$ cat src/rtl/serial_tx_arbiter.sv
// Round-robin arbiter sharing one UART transmitter among NREQ byte producers, one byte per grant.
// Define ARB_FIXED_PRIO_EN for fixed priority (requester 0 highest) instead of round-robin.
//
// state     | meaning
// IDLE      | offering req_ready to the arbitration winner while the transmitter is free
// START     | tx_start pulse for the byte just accepted
// WAIT_BUSY | waiting for tx_busy to rise; the watchdog runs here
// WAIT_DONE | transmitter shifting the frame; waiting for tx_busy to fall

module serial_tx_arbiter #(
   parameter int DATA_W  = 8,
   parameter int NREQ    = 2,
   parameter int TIMEOUT = 16
) (
   input  logic                   clk,
   input  logic                   reset,
   input  logic [NREQ-1:0]        req_valid,
   input  logic [NREQ*DATA_W-1:0] req_data,
   output logic [NREQ-1:0]        req_ready,
   output logic [DATA_W-1:0]      tx_data,
   output logic                   tx_start,
   input  logic                   tx_busy,
   output logic [1:0]             grant_id,
   input  logic                   err_clr,
   output logic                   err_timeout
);

   localparam int TW = $clog2(TIMEOUT) + 1;

   typedef enum logic [1:0] {IDLE, START, WAIT_BUSY, WAIT_DONE} state_t;

   state_t            state;
   logic [TW-1:0]     timer;
   logic [TW-1:0]     timer_inc;
   logic [1:0]        base;
   logic [NREQ-1:0]   rot;
   logic [1:0]        off;
   logic [2:0]        sum;
   logic [1:0]        winner;
   logic              found;
   logic [DATA_W-1:0] sel_data;
   logic              transfer;

`ifdef ARB_FIXED_PRIO_EN
   assign base = 2'd0;
`else
   logic [1:0] rr_ptr;
   logic [2:0] ptr_next;

   assign base = rr_ptr;

   always_comb begin
      ptr_next = {1'b0, winner} + 3'd1;
      if (ptr_next == 3'(NREQ))
         ptr_next = 3'd0;
   end
`endif

   // Rotate the requests so the search always starts at bit 0, then map back.
   always_comb begin
      rot   = NREQ'({req_valid, req_valid} >> base);
      found = 1'b0;
      off   = 2'd0;
      for (int j = NREQ - 1; j >= 0; j--) begin
         if (rot[j]) begin
            found = 1'b1;
            off   = 2'(j);
         end
      end
      sum = {1'b0, base} + {1'b0, off};
      if (sum >= 3'(NREQ))
         sum = sum - 3'(NREQ);
      winner = sum[1:0];
   end

   always_comb begin
      sel_data = '0;
      for (int j = 0; j < NREQ; j++) begin
         if (winner == 2'(j))
            sel_data = req_data[j*DATA_W +: DATA_W];
      end
   end

   always_comb begin
      req_ready = '0;
      if (!reset && state == IDLE && !tx_busy && found)
         req_ready = NREQ'(1) << winner;
   end

   assign transfer  = |(req_valid & req_ready);
   assign timer_inc = timer + TW'(1);

   always_ff @(posedge clk or posedge reset) begin
      if (reset) begin
         state       <= IDLE;
         tx_data     <= '0;
         tx_start    <= 1'b0;
         grant_id    <= 2'd0;
         err_timeout <= 1'b0;
         timer       <= '0;
`ifndef ARB_FIXED_PRIO_EN
         rr_ptr      <= 2'd0;
`endif
      end else begin
         tx_start <= 1'b0;
         if (err_clr)
            err_timeout <= 1'b0;
         case (state)
            IDLE: begin
               if (transfer) begin
                  tx_data  <= sel_data;
                  grant_id <= winner;
                  tx_start <= 1'b1;
`ifndef ARB_FIXED_PRIO_EN
                  rr_ptr   <= ptr_next[1:0];
`endif
                  state    <= START;
               end
            end
            START: begin
               timer <= '0;
               state <= WAIT_BUSY;
            end
            WAIT_BUSY: begin
               if (tx_busy) begin
                  state <= WAIT_DONE;
               end else begin
                  timer <= timer_inc;
                  // set after the clear above so a simultaneous err_clr loses
                  if (timer_inc == TW'(TIMEOUT - 1)) begin
                     err_timeout <= 1'b1;
                     state       <= IDLE;
                  end
               end
            end
            WAIT_DONE: begin
               if (!tx_busy)
                  state <= IDLE;
            end
            default: state <= IDLE;
         endcase
      end
   end

endmodule

$ cat config.mk
export PLATFORM = sky130hd
export DESIGN_NAME = serial_tx_arbiter
export DESIGN_NICKNAME = d
export VERILOG_FILES = /design/src/rtl/serial_tx_arbiter.sv
export SDC_FILE = /design/constraint.sdc
export NUM_CORES = 1
export LEC_CHECK = 0
export ABC_AREA = 1
export CAP_MARGIN = 30
export CORE_ASPECT_RATIO = 0.75
export CORE_MARGIN = 2
export CORE_UTILIZATION = 49
export DETAILED_ROUTE_END_ITERATION = 10
export PLACE_DENSITY = 0.86
export RECOVER_POWER = 50
export SLEW_MARGIN = 5
export SYNTH_ARGS = -nofsm -noshare
export SYNTH_HDL_FRONTEND = slang
export SYNTH_SLANG_ARGS = --single-unit
$ cat constraint.sdc
create_clock -name clk -period 3.8 [get_ports clk]
set_clock_uncertainty 0.1 [all_clocks]
set_input_delay 0.38 -clock clk [delete_from_list [all_inputs] [get_ports clk]]
set_output_delay 0.38 -clock clk [all_outputs]
set_load 0.005 [all_outputs]
# After elaboration in Yosys (flattened, before gate mapping)
# Index checks and enable logic that the tools add are counted.
# W data, S select, Z words.
[classes]
add_sub_neg = 4
n_lt_le_gt_ge = 1
eq_ne = 10
shifts = 2
muxes = 22
bitwise_logic = 1
reduce_logical = 12
[ops]
columns = ["cell", "n"]
rows = [
  ["$mux W2", 8],
  ["$mux W8", 2],
  ["$pmux W5 S2", 1],
  ["$mux W1", 9],
  ["$pmux W2 S4", 1],
  ["$ne A2 B2 Y1 const B", 3],
  ["$add A5 B1 Y5 const B", 1],
  ["$eq A5 B4 Y1 const B", 1],
  ["$mux W5", 1],
  ["$eq A2 B1 Y1 const B", 2],
  ["$eq A2 B2 Y1 const B", 2],
  ["$logic_not A2 Y1", 2],
  ["$reduce_and A2 Y1", 2],
  ["$shr A4 B2 Y2", 1],
  ["$add A2 B1 Y3 const B", 1],
  ["$add A2 B2 Y3", 1],
  ["$eq A3 B2 Y1 const B", 1],
  ["$ge A3 B2 Y1 const B", 1],
  ["$logic_and A1 B1 Y1", 3],
  ["$ne A3 B3 Y1 const B", 1],
  ["$reduce_and A3 Y1", 1],
  ["$and A2 B2 Y2", 1],
  ["$logic_not A1 Y1", 2],
  ["$reduce_bool A2 Y1", 1],
  ["3 further kinds", 3],
]
[totals]
register_bits = 21
input_bits = 22

# Longest topological paths before layout
[logic_depth]
word_depth = 12
ltp_mapped = 17
mapped_depth_nobuf = 16

# Worst setup path before layout
# OpenSTA, ideal clock, no wires.
[synth_path]
path_type = "register to register"
startpoint = "register rr_ptr[0], in the netlist base[0]"
endpoint = "register tx_data[0]"
setup_ps = 116
t_arrival_ps = 2032
path_slack_ps = 1552
stages_incl_launch_ff = 15
period_less_slack_ps = 2248
cell_sequence = "dfrtp_1 > inv_1 > nand2_1 > a21oi_1 > ha_1 > inv_1 > ha_1 > or2_2 > nand2_4 > nor2_4 > nand3_4 > nand2_4 > buf_6 > nand2_1 > nand2_1"
[synth_via]
elab_chain_len = 11
elab_cells_between_ends = 19
classes_between = "add/sub (2); order compare (1); eq/ne (1); shift (2); mux (8); bitwise (1); reduce/logical (4)"
[synth_lines]
columns = ["element", "line", "source"]
rows = [
  ["start, declared", "47", "logic [1:0] rr_ptr;"],
  ["start signal, assigned", "115", "rr_ptr <= ptr_next[1:0];"],
  ["$shr A4 B2 Y2", "61", "rot = NREQ'({req_valid, req_valid} >> base);"],
  ["$mux W1", "65", "if (rot[j]) begin"],
  ["$mux W2", "65", ""],
  ["$add A2 B2 Y3", "70", "sum = {1'b0, base} + {1'b0, off};"],
  ["$ge A3 B2 Y1 / $sub A2 B2 Y2 (equally long branches)", "71, 72", ""],
  ["$mux W2", "71", "if (sum >= 3'(NREQ))"],
  ["$shl A1 B2 Y2", "87", "req_ready = NREQ'(1) << winner;"],
  ["$mux W2", "86", "if (!reset && state == IDLE && !tx_busy && found)"],
  ["$and A2 B2 Y2", "90", "assign transfer = |(req_valid & req_ready);"],
  ["$reduce_or A2 Y1", "90", ""],
  ["$reduce_and A2 Y1 (no source line)", "--", ""],
  ["end signal, assigned", "111", "tx_data <= sel_data;"],
  ["end, declared", "20", "output logic [DATA_W-1:0] tx_data,"],
]
# Several ways; a longest one is shown, not always the timed one.
# A chain may end at the register's enable or synchronous reset.

# Final worst setup path
[layout_path]
startpoint = "input req_valid[0]"
endpoint = "output req_ready[0]"
[layout_via]
elab_chain_len = 8
elab_cells_between_ends = 12
classes_between = "add/sub (2); order compare (1); shift (2); mux (6); reduce/logical (1)"
[layout_lines]
columns = ["element", "line", "source"]
rows = [
  ["start, declared", "17", "input logic [NREQ-1:0] req_valid,"],
  ["$shr A4 B2 Y2 (*)", "61", ""],
  ["$mux W1", "65", ""],
  ["$mux W2", "65", ""],
  ["$add A2 B2 Y3", "70", ""],
  ["$ge A3 B2 Y1 / $sub A2 B2 Y2 (equally long branches)", "71, 72", ""],
  ["$mux W2", "71", ""],
  ["$shl A1 B2 Y2", "87", ""],
  ["$mux W2 (*)", "86", ""],
  ["end, declared", "19", "output logic [NREQ-1:0] req_ready,"],
]
# Every way passes the cells marked *; elsewhere a longest branch is shown, timed or not.

==> results.sh <==
export IMPL_critical_path_class="in -> out"
export IMPL_peakVddDrop_mv=0.371
export IMPL_core_sq_um=2290
export IMPL_avgSynthCellArea_sq_um=8.84
export IMPL_regArea_sq_um=526
export IMPL_reg2reg_from="base[0]"
export IMPL_first_pass_iters=4
export IMPL_gp_congestion=0.836
export IMPL_fin_crit_sh_pct=83.8
export IMPL_critPathArrivalTime_ns=2.70
export IMPL_worst_slew_pin_slew_ns=1.08
export IMPL_drc=0
export IMPL_antenna_found_initial=0
export IMPL_power_frac_clock_pct=9.2
export IMPL_holdPathEnd="grant_id[0]"
export IMPL_postCtsSetupBuffers=0
export IMPL_grt_max_degree=22
export IMPL_cellInternalPower_w=0.000674
export IMPL_start_util_pct=51.4
export IMPL_start_kind="input port"
export IMPL_synth_edf_count=0
export IMPL_htree_levels=1
export IMPL_mostFrequentLayoutCell="clkdlybuf4s50_1"
export IMPL_area_delta_synth_final_pct=34.6
export IMPL_clk_latency_ns=0.30
export IMPL_portBuffers=35
export IMPL_r2r_slack_ns=1.28
export IMPL_drv_cap=0
export IMPL_grt_ovfl_total=0
export IMPL_cts_inserted_buffers=3
export IMPL_synth_cell_types=25
export IMPL_max_slew_margin_pct=28.1
export IMPL_grt_pass1_vias=1015
export IMPL_wl_per_cell_microns=13.0
export IMPL_drive_gt1_share_pct=8.77
export IMPL_antenna_cells=0
export IMPL_p_sw_share_pct=41.7
export IMPL_p_total_w=0.00116
export IMPL_drtAntennaViolNets=0
export IMPL_final_cell_mix="33 x clkdlybuf4s50_1, 29 x nand2_1, 21 x dfrtp_1, 17 x nand3_1, 16 x inv_1"
export IMPL_pin_count=36
export IMPL_syn_nets=160
export IMPL_cts_sinks=21
export IMPL_fmax_ghz=0.314
export IMPL_post_cts_resize_count=0
export IMPL_die_w_microns=60.6
export IMPL_drv_slew=0
export IMPL_vias=1047
export IMPL_hp_class="reg -> reg"
export IMPL_crit_path_end_kind="output pin"
export IMPL_rows=15
export IMPL_status="finished clean"
export IMPL_min_delay_start="grant_id[0]"
export IMPL_finalCriticalPeriod_ns=3.18
export IMPL_fill_cells=190
export IMPL_cts_hold_repair_buffers=0
export IMPL_layout_cells_non_filler=205
export IMPL_drt_iter0_markers=47
export IMPL_seqPwrFrac_pct=33.5
export IMPL_dpl_hpwl_microns=2060
export IMPL_nets=199
export IMPL_r2r_end="grant_id[0]"
export IMPL_worstHoldPathCells=1
export IMPL_final_util_pct=69.1
export IMPL_yosysWarnings=0
export IMPL_grt_use_total_pct=22.0
export IMPL_postRouteWirelength_microns=2670
export IMPL_syn_area_sq_um=1180
export IMPL_synthFlopType="dfrtp_1"
export IMPL_tns_ns=0
export IMPL_ys_seq_area_share_pct=44.7
export IMPL_cts_buffer_depth=2
export IMPL_crit_fanout=4
export IMPL_worst_ep_required_time_ns=3.32
export IMPL_multiInputGateArea_sq_um=571
export IMPL_switchingPower_w=0.000482
export IMPL_cts_tree="done"
export IMPL_cts_root_buffer="clkbuf_4"
export IMPL_rsz0062_at_grt="false"
export IMPL_dieArea_sq_um=2810
export IMPL_dp_cells=201
export IMPL_r2r_cells=12
export IMPL_ys_ff_latch=21
export IMPL_async_reset_ff_share_pct=100
export IMPL_grt_pass1_wl_microns=4360
export IMPL_synthCells=133
export IMPL_p_per_area_nw_per_um2=730
export IMPL_clk_pin_slew_ns=0.11
export IMPL_p_comb_share_pct=57.2
export IMPL_vias_per_cell=5.11
export IMPL_hold_viol_final=0
export IMPL_die_height_microns=46.4
export IMPL_leakagePower_nw=0.734
export IMPL_setup_viol=0
[synth_stat cells (3+ instances only)]
cell type / n / share of area (%)
nand2_1: 29 / 9.3
dfrtp_1: 21 / 45
nand3_1: 17 / 7.2
inv_1: 16 / 5.1
a22o_1: 7 / 5.2
nor2_1: 7 / 2.2
ha_1: 5 / 5.3
o21ai_0: 5 / 2.1
nor2_4: 3 / 2.9
[critical path, cell delays in order]
cell	delay [ns]
clkdlybuf4s50_1	0.55
nand3_1	0.12
a21oi_1	0.14
ha_1	0.19
inv_1	0.05
ha_1	0.28
nand2_1	0.06
inv_1	0.04
nand2_2	0.07
nand2_4	0.07
nor3_1	0.20
clkdlybuf4s50_1	0.55
[final cells by class]
| cell class | instances | area share (%) |
|---|---|---|
| clock buffer | 4 | 1.66 |
| timing repair buffer | 36 | 22.4 |
| tap | 34 | 2.69 |
| multi-input combinational | 93 | 36.0 |
| sequential | 21 | 33.2 |
| inverter | 17 | 4.03 |
[power groups by stage]
stage	sequential [W]	clock, W	combinational (W)
2_1_floorplan	0.000381	0	0.000433
3_3_place_gp	0.000384	0	0.000629
3_5_place_dp	0.000389	0	0.000662
4_1_cts	0.000387	0.000108	0.000666
5_1_grt	0.000399	0.000118	0.000735
6_report	0.000387	0.000107	0.000662
[worst max path at each step]
stage                 start           end  slack [ns]  cells after the start
6_report       req_valid[0]  req_ready[0]        0.62                     12
3_3_place_gp   req_valid[0]  req_ready[0]        0.74                     10
2_1_floorplan       base[0]    tx_data[0]        1.55                     14
5_1_grt        req_valid[0]  req_ready[0]        0.46                     12
3_5_place_dp   req_valid[0]  req_ready[0]        0.62                     12
4_1_cts        req_valid[0]  req_ready[0]        0.62                     12
[sequential cells by signal, indices dropped and copies added, names as in the netlist]
name	count
base	2
err_timeout	1
grant_id	2
state	2
timer	5
tx_data	8
tx_start	1
[through the flow]
stage	hold slack [ns]	worst slack, ns	instance area [sq um]
global placement	0.377	0.736	1560
CTS	0.355	0.621	1590
floorplan	0.265	1.55	1180
detailed placement	0.379	0.619	1560
global route	0.448	0.457	1580
finish	0.398	0.617	1580
[kinds of logic after synthesis]
kind of cell | share of synthesized area [%]
and+or+nand+nor | 28.9
DFF | 44.7
AOI/OAI and AO/OA | 12.0
buffers and inverters | 6.81
adders and majority gates | 5.32
xor gates and xnor gates | 2.23
[layer usage]
layer  vias to the layer above  global-route usage (%)  wire length (microns)
met3                         0                    8.43                    248
met1                       494                    26.7                   1150
met5                         -                       0                      0
li1                        515                       -                      -
met2                        38                    38.1                   1260
met4                         0                    3.48                      0
Note: power is estimated with default switching activity, not from simulation.
